==> config.mk <==
export PLATFORM = sky130hd
export DESIGN_NAME = gpo_cmd_master
export DESIGN_NICKNAME = d
export VERILOG_FILES = /design/src/rtl/gpo_cmd_pkg.sv /design/src/rtl/gpo_cycle_timer.sv /design/src/rtl/gpo_cmd_master.sv
export SDC_FILE = /design/constraint.sdc
export NUM_CORES = 1
export LEC_CHECK = 0
export CAP_MARGIN = 20
export CORE_MARGIN = 4
export CORE_UTILIZATION = 40
export CTS_BUF_LIST = sky130_fd_sc_hd__clkbuf_16
export DETAILED_ROUTE_END_ITERATION = 7
export MAX_ROUTING_LAYER = met4
export PLACE_DENSITY = 0.78
export SETUP_SLACK_MARGIN = 0.4
export SLEW_MARGIN = 20
export SYNTH_ARGS = -nofsm -noshare
export SYNTH_HDL_FRONTEND = slang
export SYNTH_HIERARCHICAL = 1
export SYNTH_SLANG_ARGS = --single-unit
export TNS_END_PERCENT = 30
==> constraint.sdc <==
create_clock -name clk -period 1.9 [get_ports clk]
set_input_delay 0.38 -clock clk [delete_from_list [all_inputs] [get_ports clk]]
set_output_delay 0.38 -clock clk [all_outputs]
set_load 0.01 [all_outputs]
==> src/rtl/gpo_cmd_pkg.sv <==
// Shared definitions for the GPO/GPI command link initiator:
// command codes, GPO word field positions, capture word count and FSM states.
package gpo_cmd_pkg;

    localparam logic [7:0] CMD_RESET       = 8'd0;
    localparam logic [7:0] CMD_EN_TX       = 8'd1;
    localparam logic [7:0] CMD_EN_RX       = 8'd2;
    localparam logic [7:0] CMD_PH_SEL      = 8'd3;
    localparam logic [7:0] CMD_RUN_MEM     = 8'd4;
    localparam logic [7:0] CMD_READ_MEM    = 8'd5;
    localparam logic [7:0] CMD_BER_I       = 8'd7;
    localparam logic [7:0] CMD_BER_Q       = 8'd8;
    localparam logic [7:0] CMD_IS_MEM_FULL = 8'd9;

    localparam int CMD_MSB  = 31;
    localparam int CMD_LSB  = 24;
    localparam int EN_BIT   = 23;
    localparam int DATA_MSB = 22;

    // Unknown codes behave as plain writes.
    function automatic logic [2:0] capture_words(input logic [7:0] cmd);
        case (cmd)
            CMD_READ_MEM, CMD_IS_MEM_FULL:                      capture_words = 3'd1;
            CMD_BER_I, CMD_BER_Q:                               capture_words = 3'd4;
            CMD_RESET, CMD_EN_TX, CMD_EN_RX, CMD_PH_SEL,
            CMD_RUN_MEM:                                        capture_words = 3'd0;
            default:                                            capture_words = 3'd0;
        endcase
    endfunction

    typedef enum logic [2:0] {
        ST_IDLE    = 3'd0,
        ST_SETUP   = 3'd1,
        ST_STROBE  = 3'd2,
        ST_RELEASE = 3'd3,
        ST_WAIT    = 3'd4,
        ST_CAPTURE = 3'd5,
        ST_RESP    = 3'd6
    } state_t;

endpackage

==> src/rtl/gpo_cycle_timer.sv <==
// Loadable down-counter that stops at zero; done is high while the count is zero.
module gpo_cycle_timer #(
    parameter int NB_CNT = 4
) (
    input  logic              clk,
    input  logic              i_rst,
    input  logic              load,
    input  logic [NB_CNT-1:0] value,
    output logic              done
);

    logic [NB_CNT-1:0] cnt;

    always_ff @(posedge clk) begin
        if (i_rst) begin
            cnt <= '0;
        end else if (load) begin
            cnt <= value;
        end else if (cnt != '0) begin
            cnt <= cnt - 1'b1;
        end
    end

    assign done = (cnt == '0);

endmodule

==> src/rtl/gpo_cmd_master.sv <==
// Initiator for the 32-bit GPO/GPI command link: strobes one command onto the GPO
// word and, for read-type commands, gathers GPI words into a single response.
module gpo_cmd_master
    import gpo_cmd_pkg::*;
#(
    parameter int HOLD_CYC = 2,
    parameter int GAP_CYC  = 2,
    parameter int RD_LAT   = 2,
    parameter int NB_CNT   = 4
) (
    input  logic         clk,
    input  logic         i_rst,
    input  logic         i_req_valid,
    output logic         o_req_ready,
    input  logic [7:0]   i_req_cmd,
    input  logic [22:0]  i_req_data,
    output logic [31:0]  o_gpo,
    input  logic [31:0]  i_gpi,
    output logic         o_rsp_valid,
    input  logic         i_rsp_ready,
    output logic [127:0] o_rsp_data,
    output logic [2:0]   o_rsp_nwords,
    output logic         o_busy,
    output logic [2:0]   o_dbg_state
);

    // Valid/ready: a request transfers on a cycle where i_req_valid and o_req_ready are both
    // high; a response transfers where o_rsp_valid and i_rsp_ready are both high. o_rsp_valid
    // and the response payload hold steady until that transfer.

    localparam logic [NB_CNT-1:0] HOLD_LD = NB_CNT'((HOLD_CYC > 1) ? HOLD_CYC - 1 : 0);
    localparam logic [NB_CNT-1:0] GAP_LD  = NB_CNT'((GAP_CYC > 1) ? GAP_CYC - 1 : 0);
    localparam logic [NB_CNT-1:0] WAIT_LD = NB_CNT'((RD_LAT > 1) ? RD_LAT - 1 : 0);

    state_t            state;
    logic [2:0]        tgt_words;
    logic              tmr_load;
    logic [NB_CNT-1:0] tmr_value;
    logic              tmr_done;

    gpo_cycle_timer #(.NB_CNT(NB_CNT)) u_timer (
        .clk   (clk),
        .i_rst (i_rst),
        .load  (tmr_load),
        .value (tmr_value),
        .done  (tmr_done)
    );

    // The timer is loaded on the cycle that leaves a phase, so it is primed on entry.
    always_comb begin
        tmr_load  = 1'b0;
        tmr_value = '0;
        case (state)
            ST_SETUP: begin
                tmr_load  = 1'b1;
                tmr_value = HOLD_LD;
            end
            ST_STROBE: if (tmr_done) begin
                tmr_load  = 1'b1;
                tmr_value = GAP_LD;
            end
            ST_RELEASE: if (tmr_done) begin
                tmr_load  = 1'b1;
                tmr_value = WAIT_LD;
            end
            default: ;
        endcase
    end

    always_ff @(posedge clk) begin
        if (i_rst) begin
            state        <= ST_IDLE;
            o_gpo        <= '0;
            o_rsp_valid  <= 1'b0;
            o_rsp_data   <= '0;
            o_rsp_nwords <= '0;
            tgt_words    <= '0;
        end else begin
            case (state)
                ST_IDLE: if (i_req_valid) begin
                    o_gpo[CMD_MSB:CMD_LSB] <= i_req_cmd;
                    o_gpo[EN_BIT]          <= 1'b0;
                    o_gpo[DATA_MSB:0]      <= i_req_data;
                    tgt_words              <= capture_words(i_req_cmd);
                    o_rsp_data             <= '0;
                    o_rsp_nwords           <= '0;
                    state                  <= ST_SETUP;
                end
                ST_SETUP: begin
                    o_gpo[EN_BIT] <= 1'b1;
                    state         <= ST_STROBE;
                end
                ST_STROBE: if (tmr_done) begin
                    o_gpo[EN_BIT] <= 1'b0;
                    state         <= ST_RELEASE;
                end
                ST_RELEASE: if (tmr_done) begin
                    if (tgt_words == 3'd0) begin
                        o_rsp_valid <= 1'b1;
                        state       <= ST_RESP;
                    end else if (RD_LAT == 0) begin
                        state <= ST_CAPTURE;
                    end else begin
                        state <= ST_WAIT;
                    end
                end
                ST_WAIT: if (tmr_done) begin
                    state <= ST_CAPTURE;
                end
                ST_CAPTURE: begin
                    o_rsp_data[{o_rsp_nwords[1:0], 5'd0} +: 32] <= i_gpi;
                    o_rsp_nwords <= o_rsp_nwords + 3'd1;
                    if (o_rsp_nwords + 3'd1 == tgt_words) begin
                        o_rsp_valid <= 1'b1;
                        state       <= ST_RESP;
                    end
                end
                ST_RESP: if (i_rsp_ready) begin
                    o_rsp_valid <= 1'b0;
                    state       <= ST_IDLE;
                end
                default: state <= ST_IDLE;
            endcase
        end
    end

    assign o_req_ready = (state == ST_IDLE);
    assign o_busy      = (state != ST_IDLE);
    assign o_dbg_state = state;

endmodule

==> metrics <==
outcome=finished clean; number of gates on the worst path with buffers counted=6; Fin Clk Skew=around 0.011 ns; CTS root buffer=clkbuf_16; count of unresolved DRC violations after routing=0; count of antenna diodes in the layout=0; worst reg2reg endpoint=o_rsp_data[99]$_SDFFE_PP0P_; drt first-iter violations=around 440; post-layout minimum cycle time=roughly 1.8 ns; worst-path cell with the longest stage delay=or3b_4; number of I/O pins=between 200 and 250; chain of cells forming the critical path=buf_6 > or3b_4 > a21o_4 > bufbuf_16 > a22oi_1 > nor2_1; nature of the critical path startpoint=register; top-count cell post-synth=dfxtp_1; initial core utilization=40.65%; worst hold path type=in -> reg; overall die area=around 18000 um2; worst setup path end=o_rsp_data[99]$_SDFFE_PP0P_; count of final setup violators=0; largest net degree at the start of global routing=roughly 100; number of buffers created by CTS=17; Worst EP required=2.21 ns; most used flip-flop cell after synthesis=dfxtp_1; number of buffers between clock root and the deepest sink=2; Max H-tree Level=4; FFs w/ async S/R, synth=0%; Setup WS pre-CTS=-0.2261 ns; floorplan row count=46; unrepaired setup endpoints after global routing=yes; number of antenna violations at the first check in global routing=0; element type at the critical path end=register; largest area contributor in the netlist=dfxtp_1; final weighted congestion in routability-driven placement=~0.81; via density per instance=about 5.4; Mapped Area=6434 um2; Post-layout nets=about 1000; leading post-synthesis cells by cell area=dfxtp_1 54%, a22oi_1 15%, nor2_1 7.9%; cells on worst reg2reg path=6; CTS tree=yes; worst setup path class=reg -> reg; number of warnings reported in the yosys synthesis log=6; setup TNS=0 ns; Synth top cells by count=173 x dfxtp_1, 136 x nor2_1, 129 x a22oi_1, 71 x nand2_1, 38 x a21oi_1; ratio of cells with drive above 1 in the final layout=between 20% and 30%; maximum frequency from static timing analysis=~0.56 GHz; count of TritonRoute iterations in the first routing pass=5; kind of cell adding the most delay to the critical path=simple AND/OR/NAND/NOR gates; Reg2Reg Launch Point=o_dbg_state[2]$_SDFFE_PP0P_; worst setup path start=o_dbg_state[2]$_SDFFE_PP0P_; critical path's largest stage delay=around 0.42 ns; WP data arrival=between 2 and 2.5 ns; Final ANT Viol Nets=0; Synth Register Bits=173; Hold Buf Count CTS=0; Max Cap Viol=0; GRT Util Overall=24.90%; WP buf/inv=2; vias in the first global route=between 6000 and 7000; EDFF count, synth=0; power density cells=~1100 nW/um2; mean area per synthesized cell=between 9 and 10 um2; maximum fanout along the worst path=8; number of endpoints with negative hold slack in the final report=0; number of library cell types mapped by synthesis=48; number of clock sinks=approximately 170; total overflow reported by the global router=0; number of input and output port buffers inserted=~240; Area Overhead vs Synth=68.36%; largest vdd supply drop=roughly 710 uV; area share of the leading cell type in the synthesized netlist=53.83%; final wirelength=about 24000 um; Seq/Total Area, Yosys=a little over half; final worst path period share=between 90 and 100%; Clock Latency Late Sink=approximately 0.44 ns; fill cell count=between 1000 and 1500; reg2reg setup slack=around 0.11 ns; overall via count from detail_route=6461; HPWL after detailed placement=13350 um; routed length per placed instance=19.87 um; Clk pin slew, worst setup/hold paths=around 0.07 ns; standby leakage power=~4.4 nW; Post-Synthesis Cells=roughly 690; global-route wire length before repair=approximately 35000 um; die boundary width=approximately 130 um; vertical die dimension=134.8 um; core area=between 15000 and 20000 um2; worst-case setup margin in the final layout=0.1140 ns; max-slew violation total from the final report=0
## power by group
group / internal [mW] / total, mW / switching [mW]
Sequential: 3.84 / 3.98 / 0.142
Combinational: 1.93 / 3.82 / 1.89
Clock: 1.99 / 3.60 / 1.61
## layout by cell type, fill, tap and decap left out, types with 5 or more instances in the layout
cell and count:
clkdlybuf4s50_1 182, dfxtp_1 166, nor2_1 136, a22oi_1 77
nand2_1 69, a22oi_2 52, buf_4 44, a21oi_1 36
dlygate4sd2_1 34, clkbuf_16 21, buf_6 17, dlymetal6s2s_1 12
buf_12 12, inv_6 7, nand3_1 6, buf_16 6
nor3b_1 5
## cell type report
class	count	area (um2)	area share [%]
clock buffers	17	425.4	3.927
well taps	216	270.3	2.495
clock inverters	15	177.7	1.640
repair buffers	318	3413	31.51
inverters	5	26.28	0.2426
multi-input cells	454	3037	28.04
flip-flops and latches	173	3482	32.15
## repair_timing
action | in CTS | in global routing
gates cloned | 9 | 6
pin swaps | 13 | 36
setup buffers | 28 | 12
setup endpoints to repair | 338 | 317
resized for setup | 112 | 63
## layer usage
metal | global-route usage [%] | vias up | part of all wire, %
li1 | - | 2987 | -
met1 | 30.52 | 3123 | 40
met2 | 39.77 | 296 | 49
met3 | 6.595 | 55 | 7.6
met4 | 8.937 | 0 | 3.3
met5 | - | - | 0
## sequential cells by signal (all words and copies together), names as in the netlist
name          cells
o_rsp_data      128
tgt_words         2
o_gpo            32
o_dbg_state       3
o_rsp_nwords      3
o_rsp_valid       1
u_timer/cnt       4
## per-stage QoR
| stage | hold WS [ns] | power (mW) | std cells | area, um2 | util, % |
|---|---|---|---|---|---|
| floorplan | 0.4593 | 5.557 | 688 | 6514 | - |
| global placement | 0.4417 | 6.667 | 1111 | 9160 | 57.87 |
| detailed placement | 0.4459 | 6.715 | 1111 | 9160 | 57.87 |
| CTS | 0.2483 | 10.94 | 1180 | 10370 | 65.53 |
| global route | 0.2663 | 11.87 | 1198 | 10830 | 68.43 |
| finish | 0.2713 | 11.40 | 1198 | 10830 | 68.43 |
## cell families after synthesis
group	count (synthesis)	synth area share (%)
AO/OA/AOI/OAI	189	20.54
XOR/XNOR	6	1.050
adder cells (fa/ha/maj)	6	1.167
buffers and inverters	61	5.037
flip-flops	173	53.83
multiplexers	5	0.7974
other	1	0.05829
AND/OR/NAND/NOR	245	17.52
## worst min path at each step
stage                           startpoint  cells after the start  slack (ns)                          end
floorplan                            i_rst                      1        0.46  u_timer/cnt[2]$_SDFFE_PP0P_
global placement    o_gpo[29]$_SDFFE_PP0P_                      2        0.44       o_gpo[29]$_SDFFE_PP0P_
detailed placement  o_gpo[29]$_SDFFE_PP0P_                      2        0.45       o_gpo[29]$_SDFFE_PP0P_
CTS                                  i_rst                      2        0.25       o_gpo[16]$_SDFFE_PP0P_
global route                         i_rst                      2        0.27       o_gpo[14]$_SDFFE_PP0P_
finish                               i_rst                      2        0.27       o_gpo[17]$_SDFFE_PP0P_
(Power assumes the default switching activity.)
